### src/rtl/uart_rx_if.sv
// uart_rx_if: serial line plus parallel byte outputs of the 8N1 receiver.
// slave  = the receiver itself, master = board/consumer side.
interface uart_rx_if;
  logic       rx;
  logic [7:0] rx_data;
  logic       rx_ready;
  logic       rx_busy;
  logic       frame_err;

  modport slave  (input rx, output rx_data, rx_ready, rx_busy, frame_err);
  modport master (output rx, input rx_data, rx_ready, rx_busy, frame_err);
endinterface

### src/rtl/uart_rx.sv
// uart_rx: 8N1 UART receiver (LSB first), mid-bit sampling, one-clk
// rx_ready / frame_err strobes.
// Optional build macro UART_RX_MAJORITY_EN: 2-of-3 vote around each sample
// point (target-1, target, target+1), decision taken one clock later.
module uart_rx #(
  parameter int CLK_FREQ = 50000000,
  parameter int BAUD     = 9600
) (
  input  logic      clk,
  input  logic      rst,
  uart_rx_if.slave  bus
);
  localparam int BIT_CYC  = CLK_FREQ / BAUD;
  localparam int HALF_CYC = BIT_CYC / 2;
`ifdef UART_RX_MAJORITY_EN
  localparam int OFS = 1;
`else
  localparam int OFS = 0;
`endif
  // Room for target+1 in the voting build.
  localparam int CW = $clog2(BIT_CYC + 2);
  typedef logic [CW-1:0] cnt_t;

  // Decision points; reloading with OFS keeps later sample points on the
  // same mid-bit grid even though the vote decides one clock late.
  localparam cnt_t START_HIT = cnt_t'(HALF_CYC - 1 + OFS);
  localparam cnt_t BIT_HIT   = cnt_t'(BIT_CYC - 1 + OFS);
  localparam cnt_t RELOAD    = cnt_t'(OFS);

  typedef enum logic [1:0] {IDLE, START, DATA, STOP} state_t;

  logic       rx_m, rx_s;
  logic [1:0] hist;   // rx_s one and two clocks ago
  logic [1:0] fill;   // synchronizer holds real line samples once fill[1]=1
  logic       armed;  // line seen high after reset; edges are trusted
  logic       fall, samp;

  state_t     state_q, state_d;
  cnt_t       cnt_q, cnt_d;
  logic [2:0] idx_q, idx_d;
  logic [7:0] sh_q, sh_d;
  logic [7:0] data_q, data_d;
  logic       ready_q, ready_d;
  logic       err_q, err_d;
  logic       busy_q, busy_d;

  // Input synchronizer, sample history and post-reset arming.
  always_ff @(posedge clk or negedge rst) begin
    if (!rst) begin
      rx_m  <= 1'b1;
      rx_s  <= 1'b1;
      hist  <= 2'b11;
      fill  <= 2'b00;
      armed <= 1'b0;
    end else begin
      rx_m  <= bus.rx;
      rx_s  <= rx_m;
      hist  <= {hist[0], rx_s};
      fill  <= {fill[0], 1'b1};
      armed <= armed | (fill[1] & rx_s);
    end
  end

  // The preset-1 synchronizer would fake a falling edge if the line is low at
  // reset release; arming on a real high sample suppresses that.
  assign fall = armed & hist[0] & ~rx_s;

`ifdef UART_RX_MAJORITY_EN
  assign samp = (hist[1] & hist[0]) | (hist[1] & rx_s) | (hist[0] & rx_s);
`else
  assign samp = rx_s;
`endif

  // State and datapath registers.
  always_ff @(posedge clk or negedge rst) begin
    if (!rst) begin
      state_q <= IDLE;
      cnt_q   <= '0;
      idx_q   <= '0;
      sh_q    <= '0;
      data_q  <= '0;
      ready_q <= 1'b0;
      err_q   <= 1'b0;
      busy_q  <= 1'b0;
    end else begin
      state_q <= state_d;
      cnt_q   <= cnt_d;
      idx_q   <= idx_d;
      sh_q    <= sh_d;
      data_q  <= data_d;
      ready_q <= ready_d;
      err_q   <= err_d;
      busy_q  <= busy_d;
    end
  end

  // Next-state, bit timing and output strobes.
  always_comb begin
    state_d = state_q;
    cnt_d   = cnt_q + cnt_t'(1);
    idx_d   = idx_q;
    sh_d    = sh_q;
    data_d  = data_q;
    ready_d = 1'b0;
    err_d   = 1'b0;
    busy_d  = busy_q;
    case (state_q)
      IDLE: begin
        cnt_d = '0;
        if (fall) state_d = START;
      end
      START: begin
        if (cnt_q == START_HIT) begin
          cnt_d = RELOAD;
          if (samp) begin
            state_d = IDLE;
          end else begin
            busy_d  = 1'b1;
            idx_d   = '0;
            state_d = DATA;
          end
        end
      end
      DATA: begin
        if (cnt_q == BIT_HIT) begin
          cnt_d       = RELOAD;
          sh_d[idx_q] = samp;
          if (idx_q == 3'd7) state_d = STOP;
          else               idx_d   = idx_q + 3'd1;
        end
      end
      STOP: begin
        if (cnt_q == BIT_HIT) begin
          cnt_d   = '0;
          busy_d  = 1'b0;
          state_d = IDLE;
          if (samp) begin
            data_d  = sh_q;
            ready_d = 1'b1;
          end else begin
            err_d = 1'b1;
          end
        end
      end
      default: state_d = IDLE;
    endcase
  end

  assign bus.rx_data   = data_q;
  assign bus.rx_ready  = ready_q;
  assign bus.rx_busy   = busy_q;
  assign bus.frame_err = err_q;
endmodule

### src/flat_wrapper.sv
// flat-port wrapper written by rule: the top's interface ports become plain ports
module uart_rx_flat 
#(
  parameter int CLK_FREQ = 50000000,
  parameter int BAUD     = 9600
)
  (clk, rst, bus_rx, bus_rx_data, bus_rx_ready, bus_rx_busy, bus_frame_err);
  uart_rx_if bus_i ();
  input  logic clk;
  input  logic rst;
  input wire logic [$bits(bus_i.rx)-1:0] bus_rx;
  output wire logic [$bits(bus_i.rx_data)-1:0] bus_rx_data;
  output wire logic [$bits(bus_i.rx_ready)-1:0] bus_rx_ready;
  output wire logic [$bits(bus_i.rx_busy)-1:0] bus_rx_busy;
  output wire logic [$bits(bus_i.frame_err)-1:0] bus_frame_err;
  assign bus_i.rx = bus_rx;
  assign bus_rx_data = bus_i.rx_data;
  assign bus_rx_ready = bus_i.rx_ready;
  assign bus_rx_busy = bus_i.rx_busy;
  assign bus_frame_err = bus_i.frame_err;
  uart_rx #(.CLK_FREQ(CLK_FREQ), .BAUD(BAUD)) u_core (.clk(clk), .rst(rst), .bus(bus_i));
endmodule
### config.mk
export PLATFORM = sky130hd
export DESIGN_NAME = uart_rx_flat
export DESIGN_NICKNAME = d
export VERILOG_FILES = /design/src/rtl/uart_rx_if.sv /design/src/rtl/uart_rx.sv /design/src/flat_wrapper.sv
export SDC_FILE = /design/constraint.sdc
export NUM_CORES = 1
export LEC_CHECK = 0
export BUFFER_PORTS_ARGS = -buffer_cell sky130_fd_sc_hd__clkbuf_2
export CAP_MARGIN = 5
export CORE_MARGIN = 4
export CORE_UTILIZATION = 45
export CTS_BUF_LIST = sky130_fd_sc_hd__clkbuf_2 sky130_fd_sc_hd__clkbuf_4 sky130_fd_sc_hd__clkbuf_8
export DETAILED_ROUTE_END_ITERATION = 6
export PLACE_DENSITY = 0.71
export SLEW_MARGIN = 0
export SYNTH_ARGS = -nofsm -noshare
export SYNTH_HDL_FRONTEND = slang
export SYNTH_SLANG_ARGS = --single-unit
### constraint.sdc
create_clock -name clk -period 4.8 [get_ports clk]
set_input_delay 0.24 -clock clk [delete_from_list [all_inputs] [get_ports clk]]
set_output_delay 0.24 -clock clk [all_outputs]
set_load 0.01 [all_outputs]
==> flow_summary.ini <==
[status]
status = completed

[drt]
detail-route-antenna-nets = 0
m1WireLength_um = 1520
met3WireLength_um = 142
wl_per_cell_um = 14.5
drt-pass1-iter-count = 5
drc = 0
top_layer_used = met4
wl_met2_um = 1570
totalWireLength_um = 3310
vias_per_cell = 5.61
route.vias.total = 1279
drtIter0Drc = 147

[pwr]
p_per_area_nw_per_um2 = 376
p_leak_nw = 0.970
ir_worst_vdd_v = 0.000163

[clock_network]
cts_buffers = 5
clockBufferDepth = 2
cts.sinks = 43
clock-root-buffer = clkbuf_8
clock_latency_ns = 0.29
cts_hold_buf = 0
post_cts_buffers = 0
cts_tree = yes
clkTransAtPathRegs_ns = 0.08
cts-resized-gates = 0
cts_max_level = 2

[floorplanning]
die-width_um = 74.1
start_util = 0.477
die_area_um2 = 5480
die_h_um = 74.1
ios = 14
rows = 23
coreArea_um2 = 4120

[worst_hold_path]
hold_end = u_core.rx_m
hold_depth = 1
hold_path.class = in -> reg
worstHoldStart = bus_rx

[logic_synthesis]
synth-seq-cells = 43
synth_top_cell_by_area = dfrtp_1
syn_inst = 165
synth.area.top_cells = dfrtp_1 (51%), mux2_2 (9.8%), dfstp_2 (4.0%)
syn_area_um2 = 1960
synth-seq-area-share = 0.550
synthDistinctLibCells = 39
syn_nets = 171
avgSynthCellArea_um2 = 11.9
yosys_warnings = 0
yosysTopAreaCellShare = 0.510

[finish]
insertedDiodeCount = 0
drive_gt1_frac = 0.292
fin_cells = 228
fillers = 368
final_nets = 183
areaGrowthSynthToFinish_pct = 10.2
final_cell_mix = dfrtp_1 (40), nor2_1 (20), mux2_2 (17)
final_common_cell = dfrtp_1

[timing]
report.final.slew_viol_count = 0
setup_viol_count_final = 0
clock_skew_ns = 0.00929
worst_slew_pin_slew_ns = 1.03
rsz0062_at_grt = false
relSlewSlack = 0.312
period_needed_ns = 2.11
hold_viol = 0
setup_slack_ns = 2.69
tns_ns = 0
fmaxAchievable_mhz = 475
fin_crit_sh = 0.439

[worst_setup_path]
reg2reg_slack_ns = 2.69
reg2reg_from = u_core.cnt_q[6]
reg2reg_depth = 4
required_ns = 4.97
critical_path_class = reg -> reg
crit_buf_inv = 0
worstPathCellList = nor4bb_1 > a31oi_1 > a21oi_2 > mux2_2
regToRegEndpoint = u_core.state_q[0]
crit_family = compound AO/OA/AOI/OAI gates
worst-path-max-fanout = 14
end_kind = flop
cp_slowest_stage_delay_ns = 0.49
crit_arrival_ns = 2.28
crit_slowest_cell = a21oi_2
cp-start-kind = flop

[global_routing]
overflow = 0
grt_max_degree = 44
grt_pass1_wl_um = 5870
grt_util_all_layers = 0.139
grt_pass1_vias = 1313
antenna_found_initial = 0

[placed_design]
portBuffers = 13
dp_slack_ns = 2.75
gp_congestion = 0.829
placedCellCount = 220
hpwl_um = 2180

[job]
maxCapViolCount = 0
## metrics by stage
step                       util  power (mW)  instance area (um^2)  hold slack (ns)
final                     0.526       0.813                  2160           0.0304
after global routing      0.526       0.858                  2160           0.0155
after CTS                 0.526       0.823                  2160           0.0177
after detailed placement  0.497       0.535                  2050            0.329
after global placement    0.497       0.530                  2050            0.328
after floorplan               -       0.512                  1960          -0.0556
## worst register-to-register path: stages, from the launching register on
cell and delay, ns:
dfrtp_1 0.44, nor4bb_1 0.48, a31oi_1 0.20, a21oi_2 0.49, mux2_2 0.40
## synth_stat cells (all sizes together)
cell type and number:
nor4b 3, and4bb 4, nor3 4, nand2b 1, inv 4, dfstp 3
nand4 6, o21ai 3, and4 1, xor2 2, nor3b 2, a21oi 1
a31oi 1, buf 7, dfrtp 40, mux2 17, clkbuf 1, nor2b 2
a21boi 1, and3 1, a32oi 1, nor4 4, nor2 20, or2 1
xnor2 9, conb 1, nor4bb 1, a21o 2, nand4b 2, nand2 6
ha 3, nand3 11
## metal layers
| metal | GRT usage | up-vias |
|---|---|---|
| met4 | 0.0765 | 0 |
| li1 | - | 607 |
| met5 | 0 | - |
| met2 | 0.222 | 37 |
| met3 | 0.0351 | 10 |
| met1 | 0.172 | 625 |
## power breakdown
group          leakage [nW]  internal, mW  total (mW)  switching (mW)
combinational         0.339        0.0422      0.0964          0.0542
clock                0.0612         0.168       0.284           0.116
sequential            0.569         0.390       0.432          0.0423
total                 0.970         0.600       0.813           0.212
## flip-flops by register name (all words and copies together) (netlist names), named ones only
register / flops
u_core.armed: 1
u_core.bus.frame_err: 1
u_core.bus.rx_busy: 1
u_core.bus.rx_data: 8
u_core.bus.rx_ready: 1
u_core.cnt_q: 13
u_core.fill: 2
u_core.hist: 1
u_core.idx_q: 3
u_core.rx_m: 1
u_core.rx_s: 1
u_core.sh_q: 8
u_core.state_q: 1
## worst max path at each step
stage                                from                    end  cells after the start
after floorplan           u_core.cnt_q[0]  u_core.bus.rx_data[0]                      6
after global placement    u_core.cnt_q[0]      u_core.state_q[0]                      5
after detailed placement  u_core.cnt_q[0]      u_core.state_q[0]                      5
after CTS                 u_core.cnt_q[8]      u_core.state_q[0]                      4
after global routing      u_core.cnt_q[0]      u_core.state_q[0]                      5
final                     u_core.cnt_q[6]      u_core.state_q[0]                      4
## cell type report
class / instances / area (um^2) / area share
Inverter: 4 / 15.0 / 0.00694
Clock buffer: 6 / 82.6 / 0.0382
Timing Repair Buffer: 13 / 65.1 / 0.0301
Multi-Input combinational cell: 110 / 823 / 0.381
Sequential cell: 43 / 1080 / 0.499
Clock inverter: 2 / 35.0 / 0.0162
Tap cell: 50 / 62.6 / 0.0289
## logic make-up (layout without fill, tap and decap cells)
logic type | Yosys count | in the layout | synth area share
AND/OR/NAND/NOR | 69 | 69 | 0.221
other | 1 | 1 | 0.00191
buffers and inverters | 12 | 25 | 0.0306
AO/OA/AOI/OAI | 9 | 9 | 0.0312
XOR/XNOR | 11 | 11 | 0.0491
multiplexers | 17 | 17 | 0.0975
adder cells (fa/ha/maj) | 3 | 3 | 0.0191
flip-flops | 43 | 43 | 0.550
Note: power is estimated with default switching activity, not from simulation.
